`src/rtl/pc_sequencer.sv`:
```
// pc_sequencer: fetch/execute sequencer owning the RV32I program counter.
// Drives instruction-memory fetch requests and a one-cycle execute strobe.
// Selects the next PC from the sequential, branch/jump, halt and trap sources.
//
// Optional feature macro: PC_SEQ_MISALIGN_TRAP_EN
//   defined   -> a misaligned redirect vectors to TRAP_ADDR, pulses o_trap and
//                captures the offending target in o_bad_addr.
//   undefined -> branch_target[1:0] is forced to 0; o_trap/o_bad_addr tie to 0.
//
// Ports:
//   i_clk, i_rst_n        clock, async active-low reset
//   o_imem_req/o_imem_addr fetch request and address (addr == pc)
//   i_imem_ready          instruction available (FETCH only)
//   o_instr_valid         execute strobe (EXEC)
//   o_pc                  program counter
//   i_branch_taken/i_branch_target  redirect (EXEC only)
//   i_stall               datapath hold (EXEC only)
//   i_halt_req            halt request (EXEC only); i_resume leaves HALT
//   o_halted              high in HALT
//   o_trap, o_bad_addr    misaligned-redirect trap pulse and captured address
//   o_instret             retired-instruction counter
`timescale 1ns/1ps
module pc_sequencer #(
  parameter logic [31:0] RESET_ADDR = 32'h0000_0000
`ifdef PC_SEQ_MISALIGN_TRAP_EN
 ,parameter logic [31:0] TRAP_ADDR  = 32'h0000_0100
`endif
) (
  input  logic        i_clk,
  input  logic        i_rst_n,
  output logic        o_imem_req,
  output logic [31:0] o_imem_addr,
  input  logic        i_imem_ready,
  output logic        o_instr_valid,
  output logic [31:0] o_pc,
  input  logic        i_branch_taken,
  input  logic [31:0] i_branch_target,
  input  logic        i_stall,
  input  logic        i_halt_req,
  input  logic        i_resume,
  output logic        o_halted,
  output logic        o_trap,
  output logic [31:0] o_bad_addr,
  output logic [31:0] o_instret
);

  typedef enum logic [1:0] {S_IDLE, S_FETCH, S_EXEC, S_HALT} state_t;

  state_t      r_state, w_next;
  logic [31:0] r_pc, r_instret;
  logic        w_misalign, w_retire;
  logic [31:0] w_target;

  // Redirect targets are word-aligned in both builds; in the trap build a
  // misaligned target never reaches this path.
  assign w_target = i_branch_taken ? (i_branch_target & ~32'h3) : (r_pc + 32'd4);

`ifdef PC_SEQ_MISALIGN_TRAP_EN
  assign w_misalign = i_branch_taken && (i_branch_target[1:0] != 2'b00);
`else
  assign w_misalign = 1'b0;
`endif

  // A stalled or trapped instruction does not retire.
  assign w_retire = (r_state == S_EXEC) && !i_stall && !w_misalign;

  // State register
  always_ff @(posedge i_clk or negedge i_rst_n) begin
    if (!i_rst_n) r_state <= S_IDLE;
    else          r_state <= w_next;
  end

  // Next-state logic
  always_comb begin
    w_next = r_state;
    case (r_state)
      S_IDLE:  w_next = S_FETCH;
      S_FETCH: if (i_imem_ready) w_next = S_EXEC;
      S_EXEC: begin
        if (!i_stall) begin
          if (w_misalign)      w_next = S_FETCH;  // trap overrides halt
          else if (i_halt_req) w_next = S_HALT;
          else                 w_next = S_FETCH;
        end
      end
      S_HALT:  if (i_resume) w_next = S_FETCH;
      default: w_next = S_IDLE;
    endcase
  end

  // Outputs decoded from state
  always_comb begin
    o_imem_req    = (r_state == S_FETCH);
    o_instr_valid = (r_state == S_EXEC);
    o_halted      = (r_state == S_HALT);
  end

  assign o_pc        = r_pc;
  assign o_imem_addr = r_pc;
  assign o_instret   = r_instret;

`ifdef PC_SEQ_MISALIGN_TRAP_EN
  logic        r_trap;
  logic [31:0] r_bad_addr;
  logic        w_take_trap;

  assign w_take_trap = (r_state == S_EXEC) && !i_stall && w_misalign;

  always_ff @(posedge i_clk or negedge i_rst_n) begin
    if (!i_rst_n) begin
      r_pc       <= RESET_ADDR;
      r_instret  <= 32'd0;
      r_trap     <= 1'b0;
      r_bad_addr <= 32'd0;
    end else begin
      r_trap <= w_take_trap;  // high only for the first FETCH after the trap
      if (w_take_trap) begin
        r_pc       <= TRAP_ADDR;
        r_bad_addr <= i_branch_target;
      end else if (w_retire) begin
        r_pc      <= w_target;
        r_instret <= r_instret + 32'd1;
      end
    end
  end

  assign o_trap     = r_trap;
  assign o_bad_addr = r_bad_addr;
`else
  always_ff @(posedge i_clk or negedge i_rst_n) begin
    if (!i_rst_n) begin
      r_pc      <= RESET_ADDR;
      r_instret <= 32'd0;
    end else if (w_retire) begin
      r_pc      <= w_target;
      r_instret <= r_instret + 32'd1;
    end
  end

  assign o_trap     = 1'b0;
  assign o_bad_addr = 32'd0;
`endif

endmodule

```
`config.mk`:
```
export PLATFORM = sky130hd
export DESIGN_NAME = pc_sequencer
export DESIGN_NICKNAME = d
export VERILOG_FILES = /design/src/rtl/pc_sequencer.sv
export SDC_FILE = /design/constraint.sdc
export NUM_CORES = 1
export LEC_CHECK = 0
export BUFFER_PORTS_ARGS = -buffer_cell sky130_fd_sc_hd__buf_2
export CELL_PAD_IN_SITES_DETAIL_PLACEMENT = 0
export CELL_PAD_IN_SITES_GLOBAL_PLACEMENT = 1
export CORE_MARGIN = 1.5
export CORE_UTILIZATION = 37
export DETAILED_ROUTE_END_ITERATION = 8
export HOLD_SLACK_MARGIN = 0.06
export PLACE_DENSITY_LB_ADDON = 0.1
export SYNTH_ARGS = -nofsm -noshare
export SYNTH_HDL_FRONTEND = slang
export SYNTH_SLANG_ARGS = --single-unit
```
`constraint.sdc`:
```
create_clock -name i_clk -period 4.6 [get_ports i_clk]
set_input_delay 0.23 -clock i_clk [delete_from_list [all_inputs] [get_ports i_clk]]
set_output_delay 0.23 -clock i_clk [all_outputs]
set_load 0.02 [all_outputs]
```
# Word level (Yosys, flattened, before mapping)
# Cells that the tools add are included.
# Widths: inputs -> output; s select.
[word_totals]
reg_bits = 66
latchBits = 0
mem_bits_rw = 0
rom_bits = 0
inputBits = 39
out_inout_bits = 132
elab_cells = 21
n_memories = 0
[classes]
n_addsub = 2
multipliers = 0
div = 0
magnitude_cmp = 0
eq_ne = 6
shifts = 0
muxes = 6
bitwise_logic = 0
reduce_logical = 4
[ops]
columns = ["op", "n"]
rows = [
  ["$add 32x1->32 const B", 1],
  ["$add 32x3->32 const B", 1],
  ["$mux 32", 1],
  ["$mux 2", 4],
  ["$pmux 2 s4", 1],
  ["$eq 2x2->1 const B", 2],
  ["$ne 2x2->1 const B", 2],
  ["$reduce_and 3->1", 1],
  ["$eq 2x1->1 const B", 1],
  ["$logic_not 2->1", 1],
  ["$ne 2x1->1 const B", 1],
  ["$logic_and 1x1->1", 1],
  ["$logic_not 1->1", 1],
]

# Logic depth before layout (Yosys ltp)
[depth]
ltp_word = 3
mapped_depth = 9
depth_no_buf = 7

# Worst setup path after synthesis
# OpenSTA, ideal clock, no wires.
[synth_path]
path_kind = "reg-to-reg"
from = "reg r_state[0]"
to = "reg r_instret[30] (netlist: o_instret[30])"
setup_time_ns = 0.080
arrival_time_ns = 2.000
t_required_ns = 4.520
slack_ns = 2.520
path_stages_with_launch = 9
n_path_buf = 1
period_less_slack_ns = 2.080
path_cell_list = "dfrtp_1 > inv_1 > ha_1 > nor2b_1 > clkbuf_1 > nand3_1 > or3_1 > nor2_1 > xor2_1"
[synth_between]
elab_chain_len = 2
[synth_rtl]
columns = ["element", "line_no", "text"]
rows = [
  ["start: declaration", "49", "state_t r_state, w_next;"],
  ["start signal: assignment", "70", "else r_state <= w_next;"],
  ["$eq 2x2->1", "-", ""],
  ["named net o_instr_valid", "34", "output logic o_instr_valid,"],
  ["$logic_and 1x1->1", "65", "assign w_retire = (r_state == S_EXEC) && !i_stall && !w_misalign;"],
  ["end signal: assignment", "136", "r_instret <= r_instret + 32'd1;"],
  ["end: declaration", "50", "logic [31:0] r_pc, r_instret;"],
]
# The timed path passes the listed nets, and every way through them passes these cells.
# A chain may end at the register's enable or synchronous reset.

# Worst setup path in the final report
[layout_path]
from = "reg r_state[0]"
to = "reg r_instret[30] (netlist: o_instret[30])"
[layout_between]
elab_chain_len = 2
[layout_rtl]
columns = ["element", "line_no"]
rows = [
  ["$eq 2x2->1", "65"],
  ["$logic_and 1x1->1", "65"],
]
# Every way passes these cells.

==> metrics.cfg <==
[status]
outcome=finished clean

[critical_path]
crit_fanout=43
start_kind=flop
required_ns=4.84
setup.worst_path.end=o_instret[30]
r2r_cells=8
regToRegEndpoint=o_instret[30]
endpoint_kind=flop
worstSetupStartpoint=r_state[0]
critPathKind=reg -> reg
r2r_slack_ns=2.09
r2r-start=r_state[0]
crit_arrival_ns=2.75

[timing]
slew_headroom=0.299
hold_viol=0
fin_ws_ns=2.09
max_freq_ghz=0.399
worst_pin_slew_ns=1.05
finalClockSkew_ns=0.0127
finalSetupTns_ns=0
setup_viol=0
hold_ws_ns=0.0685
min_period_over_period=0.545
final-max-slew-violation-count=0
fin_crit_ns=2.51
grt_setup_unrepaired=false

[clocking]
cts_buffers=9
clkSlewWorstSetupHoldPaths_ns=0.08
cts_tree=yes
cts_max_level=3
cts_setup_buffers=0
cts_hold_buf=0
clock_path_buffers=2
cts.repair.resized=0
root_buffer=clkbuf_8
clk_latency_ns=0.34
cts.sinks=64

[synth]
synth_warnings=0
synthMostInstantiatedCell=buf_4
synth-edff-count=0
synth_seq_cells=64
synthTopCellsByCount=buf_4, dfrtp_1, nand2_1, nor2_1, nand3_1
synth_area_leaders=dfrtp_1, buf_4, xnor2_1
seq_area_frac_synth=0.401
yosysUniqueCellTypes=55
synth.largest_area_cell=dfrtp_1
synth_top_cell_area_share=0.401
netlist_instances=449
async_flop_share=1.00
syn_area_mm2=0.00399
ys.flop_type=dfrtp_1
postSynthAreaPerCell_um2=8.89

[detailed_routing]
vias=3469
route.detailed.drc=0
drt_iter0_markers=149
viasPerCell=5.09
dr.pass1.iters=4
route.detailed.wl_per_inst_um=14.7
antenna_left=0
wirelength_mm=10.0

[layout]
multi_input_area_mm2=0.00189
drive_gt1_frac=0.290
area_delta_synth_final_pct=13.9
utilization=0.436
seqCellArea_mm2=0.00160
nNetsFinal=585
fillers=1093
antenna_cells=0

[global_route]
grt_pass1_vias=3048
grt_start_max_net_pins=65
grt_pass1_wl_mm=15.8
antenna_found_initial=0
grt_remaining_overflow=0
grt_use_total=0.175

[run]
maxCapViolations=0

[worst_hold_path]
hp-class=in -> async

[floorplanning]
num_io_pins=171
initial_core_util=0.383
dieArea_mm2=0.0114
die_w_um=107
fp-row-count=37
die_h_um=107
core_area_mm2=0.0104

[pwr]
max-vdd-ir-drop_mv=0.275
p_leak_nw=2.22
power.density_mw_per_mm2=500

[place]
dpl.hpwl_mm=6.87
io_buffers=131
gp_congestion=0.761
dp_slack_ns=2.10

[through the flow]
step,instance area (um^2),power [mW],std cells
floorplan,4130,1.67,485
global placement,4380,1.86,666
detailed placement,4380,1.87,666
CTS,4540,2.30,681
global route,4540,2.43,681
finish,4540,2.27,681
[state kept, by name, summed over array words and instances (netlist names)]
signal and cells:
o_instret 32, o_imem_addr 30, r_state 2
[cells in the final DEF, fill, tap and decap left out, types with 2 or more instances in the layout]
| cell | count |
|---|---|
| o22a_1 | 3 |
| a311oi_1 | 4 |
| and3_2 | 2 |
| and3_1 | 8 |
| and2_1 | 4 |
| dfrtp_1 | 64 |
| nand3_1 | 24 |
| clkinv_2 | 2 |
| a21oi_1 | 23 |
| xnor2_1 | 21 |
| or3_1 | 6 |
| clkbuf_8 | 9 |
| nand2_1 | 44 |
| a211oi_1 | 2 |
| o21ai_0 | 22 |
| or4_1 | 2 |
| a32oi_1 | 2 |
| nor2_1 | 25 |
| o31ai_1 | 3 |
| a31o_2 | 2 |
| o211ai_1 | 3 |
| nor4_1 | 2 |
| inv_1 | 11 |
| a22oi_1 | 2 |
| a21o_1 | 2 |
| nor3_1 | 13 |
| buf_4 | 3 |
| xor2_1 | 10 |
| conb_1 | 37 |
| nand4_1 | 17 |
| clkinv_4 | 2 |
| buf_2 | 131 |
| a31oi_1 | 4 |
| ha_1 | 5 |
| and4_1 | 8 |
| mux2i_1 | 2 |
[routing by layer]
metal,up-vias,global-route usage,wire length [um]
met5,-,0,0
met4,0,0.0733,97
met3,8,0.0280,556
met2,133,0.265,4550
met1,1660,0.248,4810
li1,1668,-,-
[how the worst min path moves through the flow]
stage	endpoint	slack [ns]	cells past startpoint
2_1_floorplan	o_imem_addr[10]	-0.07	0
3_3_place_gp	o_imem_addr[19]	0.45	3
3_5_place_dp	o_imem_addr[19]	0.47	3
4_1_cts	o_imem_addr[19]	0.1	3
5_1_grt	o_imem_addr[19]	0.12	3
6_report	o_imem_addr[19]	0.07	2
[critical path, cell delays in order, from the launching register on]
cell	delay (ns)
dfrtp_1	0.41
inv_1	0.07
ha_1	0.22
nor2b_2	0.16
buf_4	0.39
nand3_1	0.30
or3_1	0.51
nor2_1	0.17
xor2_1	0.18
[kinds of logic (layout without fill, tap and decap cells)]
logic type / after synthesis / in the layout / synth area share
XOR/XNOR: 31 / 31 / 0.0680
multiplexers: 2 / 2 / 0.00502
other: 1 / 37 / 0.000940
adder cells (fa/ha/maj): 5 / 5 / 0.0157
buffers and inverters: 100 / 160 / 0.160
flip-flops: 64 / 64 / 0.401
AND/OR/NAND/NOR: 163 / 163 / 0.216
AO/OA/AOI/OAI: 83 / 83 / 0.134
[cell type report]
cell class              count  share of cell area
clock inverters             5             0.00771
clock buffers              10              0.0281
flip-flops and latches     64               0.353
well taps                 136              0.0375
inverters                  11             0.00909
multi-input cells         321               0.416
repair buffers            134               0.149
[power by group]
| group | switching (mW) | internal, mW | leakage (nW) |
|---|---|---|---|
| clock | 0.223 | 0.193 | 0.0821 |
| combinational | 0.638 | 0.315 | 1.33 |
| sequential | 0.211 | 0.694 | 0.811 |
| total | 1.07 | 1.20 | 2.22 |
Note: power is estimated with default switching activity, not from simulation.
